<file path="src/rtl/uart_rx_mmio_if.sv">
// ============================================================================
// uart_rx_mmio_if : data-bus port bundle for the memory-mapped UART receiver
// Revision 1.0
// ============================================================================
`default_nettype none

interface uart_rx_mmio_if;
    logic        en_i;
    logic [3:0]  we_i;
    logic [3:0]  addr_i;
    logic [31:0] data_i;
    logic [31:0] data_o;

    modport master (output en_i, we_i, addr_i, data_i, input  data_o);
    modport slave  (input  en_i, we_i, addr_i, data_i, output data_o);
endinterface

`default_nettype wire

</file>
<file path="src/rtl/uart_rx_mmio.sv">
// ============================================================================
// uart_rx_mmio : 8N1 serial receiver with byte FIFO, MMIO registers and IRQ.
// Optional even-parity frame via `define UART_RX_PARITY_EN.   Revision 1.0
// ============================================================================
`default_nettype none

module uart_rx_mmio #(
    parameter int          FIFO_DEPTH = 8,
    parameter logic [15:0] DIV_RESET  = 16'd16
) (
    input  wire logic     clk,
    input  wire logic     reset_n,
    uart_rx_mmio_if.slave bus_if,
    input  wire logic     rx_i,
    output logic          irq_o
);
    localparam int c_AW = (FIFO_DEPTH > 1) ? $clog2(FIFO_DEPTH) : 1;

`ifdef UART_RX_PARITY_EN
    typedef enum logic [2:0] {S_IDLE, S_START, S_DATA, S_PARITY, S_STOP} state_t;
`else
    typedef enum logic [1:0] {S_IDLE, S_START, S_DATA, S_STOP} state_t;
`endif

    state_t      r_state;
    logic        r_rx_meta, r_rx_s, r_armed;
    logic [15:0] r_cnt, r_div;
    logic [2:0]  r_idx;
    logic [7:0]  r_shift;
    logic        r_irq_en, r_ovr, r_ferr, r_irq;
    logic [31:0] r_data_o;
    logic [7:0]  r_mem [FIFO_DEPTH];
    logic [c_AW-1:0] r_wptr, r_rptr;
    logic [c_AW:0]   r_count;

    logic        w_rd, w_wr, w_empty, w_full, w_pop, w_expire, w_stop_hit;
    logic        w_push, w_push_ok, w_ovr_set, w_ferr_set, w_stat_wr;
    logic        w_perr, w_par_bad;
    logic [1:0]  w_sel;
    logic [8:0]  w_count9;
    logic [7:0]  w_count8;
    logic [31:0] w_rdata;
    logic        w_unused_ok;

    assign w_sel      = bus_if.addr_i[3:2];
    assign w_rd       = bus_if.en_i && (bus_if.we_i == 4'h0);
    assign w_wr       = bus_if.en_i && (bus_if.we_i != 4'h0);
    assign w_stat_wr  = w_wr && (w_sel == 2'd1);
    assign w_empty    = (r_count == '0);
    assign w_full     = (r_count == (c_AW+1)'(FIFO_DEPTH));
    assign w_pop      = w_rd && (w_sel == 2'd0) && !w_empty;
    assign w_expire   = (r_cnt == 16'd0);
    assign w_stop_hit = (r_state == S_STOP) && w_expire;
    assign w_push     = w_stop_hit && r_rx_s && !w_par_bad;
    assign w_ferr_set = w_stop_hit && !r_rx_s;
    // A pop on the same edge frees the slot, so a full FIFO still accepts the push.
    assign w_push_ok  = w_push && (!w_full || w_pop);
    assign w_ovr_set  = w_push && w_full && !w_pop;
    assign w_count9   = 9'(r_count);
    assign w_count8   = w_count9[8] ? 8'hFF : w_count9[7:0];
    assign w_unused_ok = &{1'b0, bus_if.addr_i[1:0], bus_if.data_i[31:16]};

`ifdef UART_RX_PARITY_EN
    logic r_perr, r_par_bad, w_perr_set;
    assign w_perr     = r_perr;
    assign w_par_bad  = r_par_bad;
    assign w_perr_set = (r_state == S_PARITY) && w_expire && ((^r_shift) != r_rx_s);
`else
    assign w_perr     = 1'b0;
    assign w_par_bad  = 1'b0;
`endif

    always_comb begin
        w_rdata = 32'h0;
        case (w_sel)
            2'd0: w_rdata = w_empty ? 32'h8000_0000 : {24'h0, r_mem[r_rptr]};
            2'd1: w_rdata = {16'h0, w_count8, 3'b000, w_perr, r_ferr, r_ovr, w_full, !w_empty};
            2'd2: w_rdata = {31'h0, r_irq_en};
            default: w_rdata = {16'h0, r_div};
        endcase
    end

    // Receiver FSM; r_armed blocks re-detection of a held break after STOP.
    always_ff @(posedge clk or negedge reset_n) begin
        if (!reset_n) begin
            r_rx_meta <= 1'b1;
            r_rx_s    <= 1'b1;
            r_state   <= S_IDLE;
            r_armed   <= 1'b1;
            r_cnt     <= 16'd0;
            r_idx     <= 3'd0;
            r_shift   <= 8'h00;
`ifdef UART_RX_PARITY_EN
            r_par_bad <= 1'b0;
`endif
        end else begin
            r_rx_meta <= rx_i;
            r_rx_s    <= r_rx_meta;
            case (r_state)
                S_IDLE: begin
                    r_armed <= r_rx_s;
                    if (!r_rx_s && r_armed) begin
                        r_state <= S_START;
                        r_cnt   <= r_div >> 1;
                    end
                end
                S_START: begin
                    if (!w_expire) begin
                        r_cnt <= r_cnt - 16'd1;
                    end else if (!r_rx_s) begin
                        r_state <= S_DATA;
                        r_cnt   <= r_div - 16'd1;
                        r_idx   <= 3'd0;
`ifdef UART_RX_PARITY_EN
                        r_par_bad <= 1'b0;
`endif
                    end else begin
                        r_state <= S_IDLE;
                    end
                end
                S_DATA: begin
                    if (!w_expire) begin
                        r_cnt <= r_cnt - 16'd1;
                    end else begin
                        r_shift[r_idx] <= r_rx_s;
                        r_cnt          <= r_div - 16'd1;
                        r_idx          <= r_idx + 3'd1;
                        if (r_idx == 3'd7) begin
`ifdef UART_RX_PARITY_EN
                            r_state <= S_PARITY;
`else
                            r_state <= S_STOP;
`endif
                        end
                    end
                end
`ifdef UART_RX_PARITY_EN
                S_PARITY: begin
                    if (!w_expire) begin
                        r_cnt <= r_cnt - 16'd1;
                    end else begin
                        r_par_bad <= ((^r_shift) != r_rx_s);
                        r_cnt     <= r_div - 16'd1;
                        r_state   <= S_STOP;
                    end
                end
`endif
                S_STOP: begin
                    if (!w_expire) r_cnt <= r_cnt - 16'd1;
                    else           r_state <= S_IDLE;
                end
                default: r_state <= S_IDLE;
            endcase
        end
    end

    always_ff @(posedge clk) begin
        if (w_push_ok) r_mem[r_wptr] <= r_shift;
    end

    always_ff @(posedge clk or negedge reset_n) begin
        if (!reset_n) begin
            r_div    <= DIV_RESET;
            r_irq_en <= 1'b0;
            r_ovr    <= 1'b0;
            r_ferr   <= 1'b0;
            r_wptr   <= '0;
            r_rptr   <= '0;
            r_count  <= '0;
            r_data_o <= 32'h0;
            r_irq    <= 1'b0;
`ifdef UART_RX_PARITY_EN
            r_perr   <= 1'b0;
`endif
        end else begin
            if (w_wr && (w_sel == 2'd2)) r_irq_en <= bus_if.data_i[0];
            if (w_wr && (w_sel == 2'd3))
                r_div <= (bus_if.data_i[15:1] == 15'd0) ? 16'd2 : bus_if.data_i[15:0];
            r_ovr  <= (r_ovr  && !(w_stat_wr && bus_if.data_i[2])) || w_ovr_set;
            r_ferr <= (r_ferr && !(w_stat_wr && bus_if.data_i[3])) || w_ferr_set;
`ifdef UART_RX_PARITY_EN
            r_perr <= (r_perr && !(w_stat_wr && bus_if.data_i[4])) || w_perr_set;
`endif
            if (w_push_ok) r_wptr <= r_wptr + 1'b1;
            if (w_pop)     r_rptr <= r_rptr + 1'b1;
            if (w_push_ok && !w_pop)      r_count <= r_count + 1'b1;
            else if (!w_push_ok && w_pop) r_count <= r_count - 1'b1;
            if (w_rd) r_data_o <= w_rdata;
            r_irq <= r_irq_en && (!w_empty || r_ovr || r_ferr || w_perr);
        end
    end

    assign bus_if.data_o = r_data_o;
    assign irq_o         = r_irq;
endmodule

`default_nettype wire

</file>
<file path="src/flat_wrapper.sv">
// flat-port wrapper written by rule: the top's interface ports become plain ports
module uart_rx_mmio_flat 
#(
    parameter int          FIFO_DEPTH = 8,
    parameter logic [15:0] DIV_RESET  = 16'd16
)
  (clk, reset_n, rx_i, irq_o, bus_if_en_i, bus_if_we_i, bus_if_addr_i, bus_if_data_i, bus_if_data_o);
  uart_rx_mmio_if bus_if_i ();
  input  wire logic clk;
  input  wire logic reset_n;
  input  wire logic rx_i;
  output logic irq_o;
  input wire logic [$bits(bus_if_i.en_i)-1:0] bus_if_en_i;
  input wire logic [$bits(bus_if_i.we_i)-1:0] bus_if_we_i;
  input wire logic [$bits(bus_if_i.addr_i)-1:0] bus_if_addr_i;
  input wire logic [$bits(bus_if_i.data_i)-1:0] bus_if_data_i;
  output wire logic [$bits(bus_if_i.data_o)-1:0] bus_if_data_o;
  assign bus_if_i.en_i = bus_if_en_i;
  assign bus_if_i.we_i = bus_if_we_i;
  assign bus_if_i.addr_i = bus_if_addr_i;
  assign bus_if_i.data_i = bus_if_data_i;
  assign bus_if_data_o = bus_if_i.data_o;
  uart_rx_mmio #(.FIFO_DEPTH(FIFO_DEPTH), .DIV_RESET(DIV_RESET)) u_core (.clk(clk), .reset_n(reset_n), .bus_if(bus_if_i), .rx_i(rx_i), .irq_o(irq_o));
endmodule
</file>
<file path="config.mk">
export PLATFORM = sky130hd
export DESIGN_NAME = uart_rx_mmio_flat
export DESIGN_NICKNAME = d
export VERILOG_FILES = /design/src/rtl/uart_rx_mmio_if.sv /design/src/rtl/uart_rx_mmio.sv /design/src/flat_wrapper.sv
export SDC_FILE = /design/constraint.sdc
export NUM_CORES = 1
export LEC_CHECK = 0
export BUFFER_PORTS_ARGS = -buffer_cell sky130_fd_sc_hd__buf_4
export CORE_ASPECT_RATIO = 1.1
export CORE_MARGIN = 5
export CORE_UTILIZATION = 50
export CTS_CLUSTER_SIZE = 12
export DETAILED_ROUTE_END_ITERATION = 12
export PLACE_DENSITY = 0.72
export SLEW_MARGIN = 20
export SYNTH_ARGS = -nofsm -noshare
export SYNTH_HDL_FRONTEND = slang
export SYNTH_SLANG_ARGS = --single-unit
</file>
<file path="constraint.sdc">
create_clock -name clk -period 3.5 [get_ports clk]
set_clock_uncertainty 0.2 [all_clocks]
set_input_delay 0.35 -clock clk [delete_from_list [all_inputs] [get_ports clk]]
set_output_delay 0.35 -clock clk [all_outputs]
set_load 0.005 [all_outputs]
</file>
==> results by group, run 1 <==
Timing
  – Minimum clock period after layout: 3.234 ns
  – Fin Setup TNS: 0 ns
  – Hold Fails Final Rpt: 0
  – Slew HR: 49.70%
  – Tcrit/Tclk final: 92.39%
  – Finish-stage setup viols: 0
  – Final max-slew violation count: 0
  – Max Clk Rate: 309.3 MHz
  – Slew at the pin with the worst max-slew slack: 0.7546 ns
  – Worst Slack Setup Final: 0.2664 ns
  – RSZ-0062 raised after global routing: no

Synthesis
  – Main synth FF type: dfrtp_1
  – Synth warn: 0
  – Top cell type's share of synthesized area: 26.87%
  – Post-synth top area cell: edfxtp_1
  – Mapped cell area: 7153 um2
  – #FFs+latches synth: 143
  – Number of synthesized flops with an enable pin: 64
  – Synth Area per Inst: 11.84 um2
  – Yosys cell types: 65
  – Synth top area cells: edfxtp_1 27%, dfrtp_1 26%, mux4_2 5.0%, mux2_2 4.7%, nand2_1 3.3%
  – Sequential share of the synthesized area: 54.57%
  – Cell count after synthesis: 604
  – Synth async-reset ratio: 55.24%

Clock tree
  – Clock Latency Late Sink: 0.42 ns
  – Clock Sinks: 143
  – Setup repair bufs after CTS: 0
  – TritonCTS clock tree: built
  – Root Driver: clkbuf_16
  – Clock buffer count from CTS: 17
  – Clk slew on worst S/H paths: 0.06 ns
  – CTS max path bufs: 2
  – Htree depth: 4

Setup path
  – Cell count of the worst reg-to-reg path: 14
  – Crit-path max FO: 5
  – Largest stage delay on the critical path: 0.42 ns
  – Crit Reg-Reg Startpoint: u_core.r_cnt[0]
  – Most used cell, CP: ha_1
  – Reg2Reg Setup Slack: 0.27 ns
  – Cell depth of the worst setup path: 14
  – CP delay by family, top: simple AND/OR/NAND/NOR gates
  – Startpoint class of the critical path: register
  – Slowest-stage cell, CP: dfrtp_1
  – Crit path kind: reg2reg
  – CP Buf/Inv Count: 2
  – Worst-path cell chain: inv_1, ha_1, nor4b_2, and4_1, nand3_1, nor2b_1, ha_1, inv_1, ha_1, a21o_1, a21oi_1, xnor2_1, nor2_1, xor2_1
  – Worst EP arrival: 3.34 ns
  – Reg2reg end: u_core.r_count[3]
  – CP endpoint: u_core.r_count[3]
  – WP data required: 3.60 ns
  – Crit path from: u_core.r_cnt[0]
  – CP endpoint kind: register

Place
  – IO Port Bufs: 43
  – Placer Congestion: 0.8702
  – Placed cell areas: 7656 um2
  – Dpl ws: 0.1325 ns
  – Hpwl dp: 11290 um

Global routing
  – Grt met3 use: 4.386%
  – Initial antenna violation count: 0
  – Vias in the first global route: 5003
  – Grt ovf: 0
  – Met2 Usage GRT: 34.65%
  – Largest net degree at the start of global routing: 80
  – GRT Resource Usage Total: 20.70%
  – GR peak layer: met2
  – First-pass GRT wire length: 26320 um
  – Global Route met1 Usage: 27.31%

Die
  – Initial core utilization: 51.43%
  – Row Count: 45
  – Die H: 135.4 um
  – # IOs: 77
  – Chip Width: 124.0 um
  – DIE AREA: 16800 um2
  – Core area: 13910 um2

Power and ir drop
  – P per Cell Area: 661.1 nW/um2
  – Switching share of power: 34.03%
  – Total power: 5556 uW
  – Net Switching: 1891 uW
  – Clock share of power: 30.5%
  – Seq pwr share: 40.7%
  – Max VDD drop: 432.6 uV
  – Gate power share: 28.8%
  – Cell Int Power: 3665 uW
  – Leakage power: 0.003273 uW

Hold path
  – Hold-critical path depth: 3
  – Min-delay worst type: in2reg

Cells and area
  – Final Util: 60.43%
  – Layout cells sized above 1: 22.77%
  – # nets final: 731
  – Fillers: 1067
  – Fin area: 8404 um2
  – Layout area overhead: 17.49%
  – N_diodes: 0

Routing
  – Residual DRC count: 0
  – TritonRoute pass-1 iters: 5
  – Vias: 5057
  – DR WL/cell: 19.05 um
  – Final ANT Viol Nets: 0
  – Via-to-Cell Ratio: 5.793
  – Final WL: 16630 um
  – DR iter-0 viols: 474

Job
  – Max_cap viols: 0

Outcome
  – Run status: finished, final reports clean
kinds of logic after synthesis:
kind of cell | after synthesis | share of synthesized area (%)
compound gates | 112 | 9.726
xor+xnor | 29 | 3.551
fa+ha+maj | 15 | 2.729
buf+inv | 63 | 4.495
flops | 143 | 54.57
mux | 56 | 11.18
other cells | 1 | 0.05242
simple gates | 185 | 13.70
worst min-delay path by stage:
stage / startpoint / endpoint
2_1_floorplan: reset_n / async pin
3_3_place_gp: u_core.r_rx_meta / u_core.r_rx_s
3_5_place_dp: u_core.r_rx_meta / u_core.r_rx_s
4_1_cts: bus_if_addr_i[3] / u_core.bus_if.data_o[31]
5_1_grt: bus_if_addr_i[3] / u_core.bus_if.data_o[31]
6_report: bus_if_addr_i[2] / u_core.bus_if.data_o[8]
Yosys cell counts, types with 4 or more instances:
cell,number
dfrtp_1,75
edfxtp_1,64
nand2_1,63
nor2_1,43
o21ai_0,42
mux2_2,30
a21oi_1,24
clkbuf_1,17
buf_4,16
mux4_2,16
xnor2_1,16
inv_1,15
buf_2,14
ha_1,14
xor2_1,13
nor4_1,10
mux2i_1,9
nor3_1,9
nand3_1,8
nand2b_1,7
o31ai_1,7
and3_1,5
nor3b_1,5
o211ai_1,5
or3_1,5
dfstp_2,4
power groups by stage:
stage | clock network (uW) | registers [uW] | logic [uW]
after floorplan | 0 | 2150 | 1200
after global placement | 0 | 2270 | 1510
after detailed placement | 0 | 2290 | 1550
after CTS | 1710 | 2260 | 1590
after global routing | 1780 | 2300 | 1760
final | 1690 | 2260 | 1600
repair_timing:
| item | in CTS | in global routing |
|---|---|---|
| hold endpoints to repair | 94 | 0 |
| setup endpoints to repair | 0 | 1 |
| hold buffers | 19 | 0 |
| resized for setup | 0 | 1 |
state kept, by name (all words and copies together), names as in the netlist, named ones only:
| name | count |
|---|---|
| u_core.bus_if.data_o | 17 |
| u_core.irq_o | 1 |
| u_core.r_armed | 1 |
| u_core.r_cnt | 16 |
| u_core.r_count | 4 |
| u_core.r_div | 16 |
| u_core.r_ferr | 1 |
| u_core.r_idx | 3 |
| u_core.r_irq_en | 1 |
| u_core.r_mem | 64 |
| u_core.r_ovr | 1 |
| u_core.r_rptr | 3 |
| u_core.r_rx_meta | 1 |
| u_core.r_rx_s | 1 |
| u_core.r_shift | 8 |
| u_core.r_state | 1 |
| u_core.r_wptr | 3 |
metrics by stage:
| step | cells | hold slack, ns |
|---|---|---|
| floorplan | 618 | -0.1456 |
| global placement | 822 | 0.1470 |
| detailed placement | 822 | 0.1484 |
| CTS | 873 | 0.05012 |
| global route | 873 | 0.07110 |
| finish | 873 | 0.07311 |
layer usage:
| metal | wire length (um) | vias up |
|---|---|---|
| li1 | - | 2327 |
| met1 | 6937 | 2544 |
| met2 | 8549 | 166 |
| met3 | 934 | 20 |
| met4 | 211 | 0 |
| met5 | 0 | - |
worst min-delay path, delay by kind of cell:
family	cells	cell delay, ns
buffers and inverters	1	0.17
and+or+nand+nor	1	0.07
AOI/OAI and AO/OA	1	0.06
cell usage in the layout, fill, tap and decap left out, types with 4 or more instances in the layout:
cell,instances
clkbuf_16,17
mux2_2,30
dlygate4sd3_1,19
nand3_1,8
dfstp_2,4
conb_1,15
inv_6,4
xor2_1,13
nor4_1,10
a21oi_1,24
inv_1,15
o211ai_1,5
o31ai_1,7
nor2_1,43
ha_1,14
o21ai_0,42
nor3b_1,5
buf_4,63
dfrtp_1,75
nor3_1,9
mux4_2,16
and3_1,5
mux2i_1,9
xnor2_1,16
or3_1,5
clkbuf_1,4
edfxtp_1,64
nand2b_1,7
nand2_1,63
cell type report:
class / count / area (um2) / area share, %
Clock inverter: 11 / 107.6 / 1.280
Tap cell: 188 / 235.2 / 2.799
Clock buffer: 21 / 440.4 / 5.240
Timing Repair Buffer: 83 / 674.4 / 8.024
Sequential cell: 143 / 3904 / 46.45
Inverter: 15 / 56.30 / 0.6699
Multi-Input combinational cell: 412 / 2987 / 35.54
Power figures use the tool's default switching activity.
==> inputs of run 2 (changes only) <==
--- a/config.mk
+++ b/config.mk
@@ -13,2 +13,3 @@
 export DETAILED_ROUTE_END_ITERATION = 12
+export GPL_TIMING_DRIVEN = 0
 export PLACE_DENSITY = 0.72
==> constraint.sdc (replaced) <==
create_clock -name clk -period 3.5 [get_ports clk]
set_clock_uncertainty 0.2 [all_clocks]
set_input_delay 0.7 -clock clk [delete_from_list [all_inputs] [get_ports clk]]
set_output_delay 0.7 -clock clk [all_outputs]
set_load 0.005 [all_outputs]
==> results by group, run 2 (synthesis gave the netlist of run 1 again) <==
Power and ir drop
  – Leakage power: 0.003334 uW
  – P per Cell Area: 674.7 nW/um2
  – Max VDD drop: 361.4 uV
  – Total power: 5706 uW

Clock tree
  – Clk slew on worst S/H paths: 0.06 ns
  – CTS max path bufs: 2
  – Clock buffer count from CTS: 17
  – TritonCTS clock tree: built
  – Htree depth: 4
  – Clock Latency Late Sink: 0.42 ns
  – Root Driver: clkbuf_16
  – Clock Sinks: 143

Setup path
  – Cell count of the worst reg-to-reg path: 15
  – Crit-path max FO: 8
  – Largest stage delay on the critical path: 0.37 ns
  – Worst-path cell chain: buf_2, nor4_4, and4_1, clkbuf_4, nand3_1, nor2b_1, buf_4, ha_2, inv_1, ha_1, a21o_1, a21oi_2, xnor2_1, nor2_1, xor2_1
  – Crit path from: u_core.r_cnt[5]
  – Worst EP arrival: 3.38 ns
  – WP data required: 3.60 ns
  – Reg2Reg Setup Slack: 0.23 ns
  – Crit Reg-Reg Startpoint: u_core.r_cnt[5]
  – Startpoint class of the critical path: register
  – Crit path kind: reg2reg
  – Slowest-stage cell, CP: nor4_4
  – Reg2reg end: u_core.r_count[3]
  – CP endpoint kind: register

Die
  – Row Count: 45
  – DIE AREA: 16800 um2
  – Core area: 13910 um2
  – Chip Width: 124.0 um
  – # IOs: 77
  – Die H: 135.4 um
  – Initial core utilization: 51.43%

Timing
  – Slew HR: 40.06%
  – Max Clk Rate: 305.4 MHz
  – Minimum clock period after layout: 3.275 ns
  – Worst Slack Setup Final: 0.2254 ns
  – Hold Fails Final Rpt: 0
  – Finish-stage setup viols: 0
  – Slew at the pin with the worst max-slew slack: 0.8943 ns
  – Final max-slew violation count: 0
  – RSZ-0062 raised after global routing: no
  – Hold Slack: 0.1318 ns
  – Tcrit/Tclk final: 93.56%

Cells and area
  – Top reg by flops: u_core.r_mem
  – N_diodes: 0
  – Multi-input logic area: 3032 um2
  – Fin area: 8457 um2
  – Layout cells sized above 1: 25.75%
  – Finished Layout Cells: 887
  – Max reg flops: 64
  – Layout area overhead: 18.23%
  – # nets final: 745
  – Commonest non-fill, non-tap cell in the layout: dfrtp_1
  – FF+latch area: 3904 um2
  – Commonest non-fill, non-tap cells in the layout: 75 x dfrtp_1, 64 x buf_4, 64 x edfxtp_1
  – Fillers: 1100

Global routing
  – First-pass GRT wire length: 27470 um
  – Vias in the first global route: 5204
  – Initial antenna violation count: 0
  – Largest net degree at the start of global routing: 80
  – GRT Resource Usage Total: 21.59%
  – Grt ovf: 0

Outcome
  – Run status: finished, final reports clean

Routing
  – DR WL/cell: 19.49 um
  – Final WL: 17290 um
  – TritonRoute pass-1 iters: 5
  – Via-to-Cell Ratio: 5.850
  – Residual DRC count: 0
  – DR iter-0 viols: 459
  – Final ANT Viol Nets: 0
  – Vias: 5189

Place
  – Dpl ws: -0.4611 ns
  – IO Port Bufs: 43
  – Placed Instances: 849
  – Placed cell areas: 7774 um2
  – Hpwl dp: 12150 um
  – Placer Congestion: 0.8971

Job
  – Max_cap viols: 0

Hold path
  – Min-delay worst type: in2async
==> run 2: cell types whose count changed in the layout (fill, tap and decap cells not counted), moves of 2 or more <==
cell           delta
buf_2            +12
dlygate4sd3_1    -19
clkinv_2          -2
clkinv_1          +2
nor3_2            +3
inv_8             +4
nor3_1            -3
clkbuf_1         +13
==> run 2: cell type report <==
class	instances	area share, %
Buffer	48	3.196
Clock buffer	17	5.030
Clock inverter	15	1.775
Inverter	15	0.6658
Multi-Input combinational cell	412	35.85
Sequential cell	143	46.16
Tap cell	188	2.781
Timing Repair Buffer	49	4.542
==> run 2: timing repair <==
item / 4_1_cts / 5_1_grt
pin swaps: 1 / 0
hold buffers: 0 / 0
setup endpoints to repair: 3 / 56
buffers inserted: 1 / 5
resized for setup: 3 / 8
==> run 2: where the power goes <==
part | internal, uW | leakage (uW) | switching (uW)
Sequential | 1950 | 0.00156 | 255
Clock | 1000 | 0.000278 | 757
Combinational | 746 | 0.00149 | 995
==> run 2: per-layer routing <==
metal / routed length (um) / global-route usage (%) / part of all wire, % / up-vias
li1: - / - / - / 2360
met4: 414 / 8.947 / 2.4 / 0
met2: 8554 / 35.88 / 49 / 232
met3: 1270 / 5.013 / 7.3 / 40
met1: 7047 / 27.07 / 41 / 2557
met5: 0 / 0 / 0 / -
==> run 2: worst max path at each step <==
stage / end / slack [ns]
floorplan: u_core.r_count[3] / 0.13
global placement: u_core.r_mem[1][6] / -0.67
detailed placement: u_core.r_count[3] / -0.46
CTS: u_core.r_count[3] / 0.03
global route: u_core.r_count[3] / 0.03
finish: u_core.r_count[3] / 0.23
==> run 2: worst max-delay path, delay by kind of cell (launching register included) <==
kind | cells | cell delay, ns
AOI/OAI and AO/OA | 2 | 0.34
xor gates and xnor gates | 2 | 0.26
adders and majority gates | 2 | 0.45
buffers and inverters | 4 | 0.58
DFF | 1 | 0.36
and+or+nand+nor | 5 | 0.95
==> run 2: per-stage QoR <==
stage                     utilization (%)  setup TNS, ns
after floorplan                         -              0
after global placement              55.83         -20.02
after detailed placement            55.90         -19.09
after CTS                           60.20              0
after global routing                60.81              0
final                               60.81              0
